--- src/rtl/pps_elapsed_timer.sv ---
// Elapsed-time counter disciplined by an external PPS. It keeps the sub-second count and
// the seconds count, tracks PPS lock and holdover, and timestamps per-channel capture strobes.
module pps_elapsed_timer #(
    parameter int ET_WIDTH    = 29,
    parameter int SEC_WIDTH   = 32,
    parameter int SYNC_STAGES = 2,
    parameter int PPS_MIN     = 249_000_000,
    parameter int PPS_MAX     = 251_000_000,
    parameter int NUM_CH      = 4
) (
    input  logic                          clk_250,
    input  logic                          rst,
    input  logic                          one_pps,
    input  logic [NUM_CH-1:0]             capture,
    output logic [ET_WIDTH-1:0]           elapsed_time,
    output logic [SEC_WIDTH-1:0]          seconds,
    output logic [ET_WIDTH-1:0]           pps_period,
    output logic                          pps_locked,
    output logic                          pps_missing,
    output logic                          pps_glitch,
    output logic [NUM_CH-1:0]             cap_valid,
    output logic [NUM_CH*ET_WIDTH-1:0]    cap_time,
    output logic [NUM_CH*SEC_WIDTH-1:0]   cap_sec
);

    localparam logic [1:0] ST_UNLOCKED = 2'd0;
    localparam logic [1:0] ST_ACQUIRE  = 2'd1;
    localparam logic [1:0] ST_LOCKED   = 2'd2;
    localparam logic [1:0] ST_HOLDOVER = 2'd3;

    // Period checks use one extra bit so that cnt+1 never wraps before it is compared.
    localparam logic [ET_WIDTH:0]   MIN_W       = (ET_WIDTH+1)'(PPS_MIN);
    localparam logic [ET_WIDTH:0]   MAX_W       = (ET_WIDTH+1)'(PPS_MAX);
    localparam logic [ET_WIDTH-1:0] TIMEOUT_CNT = ET_WIDTH'(PPS_MAX - 1);

    logic [SYNC_STAGES-1:0] sync_reg;
    logic                   pps_prev_reg;
    logic                   pps_edge;
    logic [1:0]             state_reg, state_next;
    logic [ET_WIDTH-1:0]    cnt_reg, cnt_next;
    logic [ET_WIDTH-1:0]    elapsed_reg;
    logic [ET_WIDTH-1:0]    period_reg, period_next;
    logic [ET_WIDTH:0]      cnt_inc;
    logic [SEC_WIDTH-1:0]   sec_reg;
    logic                   sec_inc;
    logic                   glitch_reg, glitch_next;

    assign pps_edge = sync_reg[SYNC_STAGES-1] & ~pps_prev_reg;
    assign cnt_inc  = {1'b0, cnt_reg} + (ET_WIDTH+1)'(1);

    // An edge is evaluated ahead of the timeout and wrap checks, so a coincident edge wins.
    always_comb begin
        cnt_next    = cnt_inc[ET_WIDTH-1:0];
        state_next  = state_reg;
        period_next = period_reg;
        sec_inc     = 1'b0;
        glitch_next = 1'b0;
        case (state_reg)
            ST_UNLOCKED: begin
                if (pps_edge) begin
                    cnt_next   = '0;
                    sec_inc    = 1'b1;
                    state_next = ST_ACQUIRE;
                end
            end
            ST_ACQUIRE, ST_LOCKED: begin
                if (pps_edge && (cnt_inc < MIN_W)) begin
                    glitch_next = 1'b1;
                end else if (pps_edge && (cnt_inc <= MAX_W)) begin
                    cnt_next    = '0;
                    sec_inc     = 1'b1;
                    period_next = cnt_inc[ET_WIDTH-1:0];
                    state_next  = ST_LOCKED;
                end else if (cnt_reg == TIMEOUT_CNT) begin
                    cnt_next = '0;
                    if (state_reg == ST_LOCKED) begin
                        sec_inc    = 1'b1;
                        state_next = ST_HOLDOVER;
                    end else begin
                        state_next = ST_UNLOCKED;
                    end
                end
            end
            ST_HOLDOVER: begin
                if (pps_edge) begin
                    cnt_next   = '0;
                    sec_inc    = (cnt_inc >= MIN_W);
                    state_next = ST_ACQUIRE;
                end else if (cnt_reg == period_reg - ET_WIDTH'(1)) begin
                    cnt_next = '0;
                    sec_inc  = 1'b1;
                end
            end
            default: state_next = ST_UNLOCKED;
        endcase
    end

    always_ff @(posedge clk_250) begin
        if (rst) begin
            sync_reg     <= '0;
            pps_prev_reg <= 1'b0;
            state_reg    <= ST_UNLOCKED;
            cnt_reg      <= '0;
            elapsed_reg  <= '0;
            period_reg   <= '0;
            sec_reg      <= '0;
            glitch_reg   <= 1'b0;
        end else begin
            sync_reg     <= {sync_reg[SYNC_STAGES-2:0], one_pps};
            pps_prev_reg <= sync_reg[SYNC_STAGES-1];
            state_reg    <= state_next;
            cnt_reg      <= cnt_next;
            elapsed_reg  <= cnt_reg;
            period_reg   <= period_next;
            glitch_reg   <= glitch_next;
            if (sec_inc) begin
                sec_reg <= sec_reg + SEC_WIDTH'(1);
            end
        end
    end

    assign elapsed_time = elapsed_reg;
    assign seconds      = sec_reg;
    assign pps_period   = period_reg;
    assign pps_locked   = (state_reg == ST_LOCKED);
    assign pps_missing  = (state_reg == ST_HOLDOVER);
    assign pps_glitch   = glitch_reg;

    // Captures sample the pre-load cnt and seconds, so a strobe coincident with a load sees the old values.
    genvar gi;
    generate
        for (gi = 0; gi < NUM_CH; gi++) begin : g_cap
            logic                 cap_prev_reg;
            logic                 cap_valid_reg;
            logic [ET_WIDTH-1:0]  cap_time_reg;
            logic [SEC_WIDTH-1:0] cap_sec_reg;
            logic                 cap_rise;

            assign cap_rise = capture[gi] & ~cap_prev_reg;

            always_ff @(posedge clk_250) begin
                if (rst) begin
                    cap_prev_reg  <= 1'b0;
                    cap_valid_reg <= 1'b0;
                    cap_time_reg  <= '0;
                    cap_sec_reg   <= '0;
                end else begin
                    cap_prev_reg  <= capture[gi];
                    cap_valid_reg <= cap_rise;
                    if (cap_rise) begin
                        cap_time_reg <= cnt_reg;
                        cap_sec_reg  <= sec_reg;
                    end
                end
            end

            assign cap_valid[gi]                           = cap_valid_reg;
            assign cap_time[gi*ET_WIDTH +: ET_WIDTH]       = cap_time_reg;
            assign cap_sec[gi*SEC_WIDTH +: SEC_WIDTH]      = cap_sec_reg;
        end
    endgenerate

endmodule

--- config.mk ---
export PLATFORM = sky130hd
export DESIGN_NAME = pps_elapsed_timer
export DESIGN_NICKNAME = d
export VERILOG_FILES = /design/src/rtl/pps_elapsed_timer.sv
export SDC_FILE = /design/constraint.sdc
export NUM_CORES = 1
export LEC_CHECK = 0
export BUFFER_PORTS_ARGS = -buffer_cell sky130_fd_sc_hd__buf_2
export CAP_MARGIN = 40
export CELL_PAD_IN_SITES_DETAIL_PLACEMENT = 0
export CELL_PAD_IN_SITES_GLOBAL_PLACEMENT = 1
export CORE_UTILIZATION = 30
export DETAILED_ROUTE_END_ITERATION = 10
export PLACE_DENSITY_LB_ADDON = 0.1
export SLEW_MARGIN = 40
export SYNTH_ARGS = -nofsm -noshare
export SYNTH_HDL_FRONTEND = slang
export SYNTH_SLANG_ARGS = --single-unit
--- constraint.sdc ---
create_clock -name clk_250 -period 5.6 [get_ports clk_250]
set_clock_uncertainty 0.1 [all_clocks]
set_input_delay 1.12 -clock clk_250 [delete_from_list [all_inputs] [get_ports clk_250]]
set_output_delay 1.12 -clock clk_250 [all_outputs]
set_load 0.005 [all_outputs]
==> flow_metrics.py <==
metrics = {
    "pwr": {
        "p_leak_uw": 0.00769,
        "pwr-share-comb": 0.067,
        "pwr-share-clk": 0.491,
        "powerDensity_nw_per_um2": 319,
        "seq_power_share": 0.442,
        "internal_power_uw": 4630,
        "p_total_uw": 6160,
        "worst_ir_drop_vdd_v": 0.000248,
        "p_sw_uw": 1540,
        "sw_frac_of_total": 0.249,
    },
    "synth": {
        "synthMuxAreaShare": 0.00948,
        "synth_edf_count": 0,
        "syn_area_per_cell_um2": 7.99,
        "syn_area_um2": 15400,
        "yosysWarnings": 0,
        "synth.area.top_cells": "dfxtp_1 49%, nand2_1 13%, a21oi_1 8.7%",
        "ys_seq_area_frac": 0.489,
        "yosys.area_share.simple": 0.258,
        "synthFlopType": "dfxtp_1",
        "synth_fa_ha_area_frac": 0.00567,
        "ys_types": 69,
        "synthArstFlopShare": 0,
        "synth_top_family_by_area": "simple AND/OR/NAND/NOR gates",
        "synth-seq-cells": 377,
        "synth_xor_area_frac": 0.0366,
        "syn-num-nets": 1946,
        "synth_top_area_share": 0.489,
        "synth_cells": 1932,
        "synth-compound-area-share": 0.150,
        "yosysTopAreaCell": "dfxtp_1",
    },
    "die": {
        "start_util": 0.306,
        "io_pins": 348,
        "core-area_um2": 50500,
        "dieWidth_um": 229,
        "die-area_um2": 52400,
        "chipHeight_um": 229,
        "rows": 82,
    },
    "drt": {
        "drc": 0,
        "postRouteAntennaNets": 0,
        "wirelength_um": 59300,
        "wl_per_cell_um": 20.4,
        "drtIter0Drc": 1003,
        "via_count": 14400,
        "viasPerCell": 4.95,
        "drt_pass1_iterations": 5,
    },
    "grt": {
        "first_global_vias": 13800,
        "grt_max_degree": 120,
        "grt_use_total": 0.220,
        "overflow": 0,
        "antenna_found_initial": 1,
        "grt_first_pass_wirelength_um": 88900,
    },
    "min_path": {
        "worstHoldStart": "sync_reg[0]",
        "hold_end": "sync_reg[1]",
        "hold_path_class": "reg -> reg",
        "hold_depth": 1,
    },
    "sta": {
        "worstMarginPinSlew_ps": 844,
        "fmax_ghz": 0.208,
        "period_needed_ps": 4800,
        "fin_crit_sh": 0.858,
        "fin_ws_ps": 795,
        "relSlewSlack": 0.437,
        "tns_ps": 0,
        "setup_viol": 0,
        "rsz0062_at_grt": "false",
        "final-max-slew-violation-count": 0,
        "hold-worst-slack_ps": 336,
        "hold_violations": 0,
    },
    "finish": {
        "drive_gt1_frac": 0.219,
        "diodes": 0,
        "final_nets": 2207,
        "nFillCells": 5348,
        "syn_to_final_growth_pct": 25.1,
        "post_layout_nonfiller_instances": 2903,
        "largest_register_ffs": 128,
    },
    "worst_setup_path": {
        "crit_path_end_kind": "register",
        "cp-start-kind": "register",
        "cp.required_ps": 5960,
        "crit_path_max_fanout": 18,
        "reg2reg_depth": 12,
        "crit_start": "cnt_reg[7]",
        "crit_type": "reg -> reg",
        "worst_r2r_endpoint": "seconds[23]",
        "reg2reg_slack_ps": 800,
        "arrival_ps": 5170,
        "r2r_start": "cnt_reg[7]",
    },
    "place": {
        "portBuffers": 347,
        "gp_congestion": 0.884,
        "dp_cells": 2817,
        "pre_cts_ws_ps": 883,
        "hpwlAfterDp_um": 40500,
    },
    "clocking": {
        "cts_buffers": 46,
        "clock_path_buffers": 3,
        "cts_max_level": 2,
        "numClockSinks": 377,
        "cts_root_buf": "clkbuf_16",
        "cts-resized-gates": 0,
        "cts_tree": "done",
        "clk_latency_ps": 590,
        "clkTransAtPathRegs_ps": 60,
        "post_cts_buffers": 0,
        "cts_hold_buf": 0,
    },
    "status": {
        "status": "finished clean",
    },
    "job": {
        "maxCapViolCount": 0,
    },
}
==> critical path: stages, from the launching register on <==
cell	delay, ps
dfxtp_1	670
nand4_1	380
or4_1	790
nor3_1	390
nand4b_1	160
a211oi_1	280
mux2_2	390
a211o_1	340
a22oi_2	440
buf_4	280
buf_4	190
nor4_1	70
o21a_1	190
==> placed cells by master, fill, tap and decap left out, types with 5 or more instances in the layout <==
master     instances
nand3b_1           5
nor2b_1           47
nand4b_1           5
xor2_1            21
buf_2            346
clkbuf_16         47
nand2_1          523
and3_1            20
o31a_1             9
and4_1             6
a211oi_1          24
o211ai_1           5
o21ai_0           16
or3_1             11
nor3_1            24
or4_1             12
clkbuf_8          12
nor3b_1            5
o2111ai_1         12
nand4_1           24
nand3_1           27
dfxtp_1          377
and2_1            11
o21a_1             7
clkbuf_1          16
mux2_1             9
a21oi_1          267
nor4_1            26
ha_1               7
xnor2_1           41
o31ai_1           14
inv_1             24
buf_4             37
nor2_1           102
==> cell usage after synthesis, types with 9 or more instances <==
| cell | n |
|---|---|
| xor2_1 | 21 |
| or3_1 | 11 |
| clkbuf_1 | 149 |
| inv_1 | 24 |
| o21ai_0 | 16 |
| o31ai_1 | 14 |
| a211oi_1 | 24 |
| or4_1 | 12 |
| xnor2_1 | 41 |
| a21oi_1 | 267 |
| dfxtp_1 | 377 |
| nor3_1 | 24 |
| nor2_1 | 103 |
| mux2_1 | 9 |
| nand2_1 | 523 |
| and2_1 | 11 |
| and3_1 | 20 |
| o31a_1 | 9 |
| buf_2 | 13 |
| nand4_1 | 24 |
| nor2b_1 | 51 |
| nand3_1 | 27 |
| o2111ai_1 | 12 |
| nor4_1 | 27 |
==> area by class of cell <==
type	count	area [um^2]	share of cell area
Clock buffer	75	1400	0.0725
Clock inverter	11	144	0.00745
Inverter	24	90.1	0.00466
Multi-Input combinational cell	1355	7160	0.371
Sequential cell	377	7550	0.391
Tap cell	672	841	0.0435
Timing Repair Buffer	389	2130	0.110
==> metrics by stage <==
| step | cell area (um^2) | util |
|---|---|---|
| after CTS | 19300 | 0.383 |
| after detailed placement | 17800 | 0.352 |
| after global routing | 19300 | 0.383 |
| after floorplan | 15400 | - |
| final | 19300 | 0.383 |
| after global placement | 17700 | 0.350 |
==> layer usage <==
| layer | track usage | routed length (um) | share of wire |
|---|---|---|---|
| met1 | 0.308 | 28200 | 0.48 |
| met2 | 0.339 | 26200 | 0.44 |
| met3 | 0.0472 | 3560 | 0.060 |
| met4 | 0.0629 | 1270 | 0.021 |
| met5 | 0 | 13 | 0.00022 |
==> power groups by stage <==
| stage | combinational [uW] | sequential (uW) | clock, uW |
|---|---|---|---|
| floorplan | 273 | 2770 | 0 |
| CTS | 413 | 2720 | 3130 |
| global route | 451 | 2720 | 3230 |
| global placement | 401 | 2780 | 0 |
| finish | 412 | 2720 | 3030 |
| detailed placement | 412 | 2780 | 0 |
==> worst max-delay path by stage <==
| stage | end | slack (ps) | cells past startpoint |
|---|---|---|---|
| 2_1_floorplan | seconds[17] | 1810 | 14 |
| 3_3_place_gp | seconds[19] | 810 | 11 |
| 3_5_place_dp | seconds[19] | 880 | 12 |
| 4_1_cts | seconds[19] | 870 | 12 |
| 5_1_grt | seconds[19] | 470 | 12 |
| 6_report | seconds[23] | 800 | 12 |
==> cells by family (layout without fill, tap and decap cells) <==
group,count (synthesis),count (layout)
AND/OR/NAND/NOR,879,879
AO/OA/AOI/OAI,393,393
flip-flops,377,377
buffers and inverters,200,499
XOR/XNOR,63,63
multiplexers,13,13
adder cells (fa/ha/maj),7,7
Note: power is estimated with default switching activity, not from simulation.
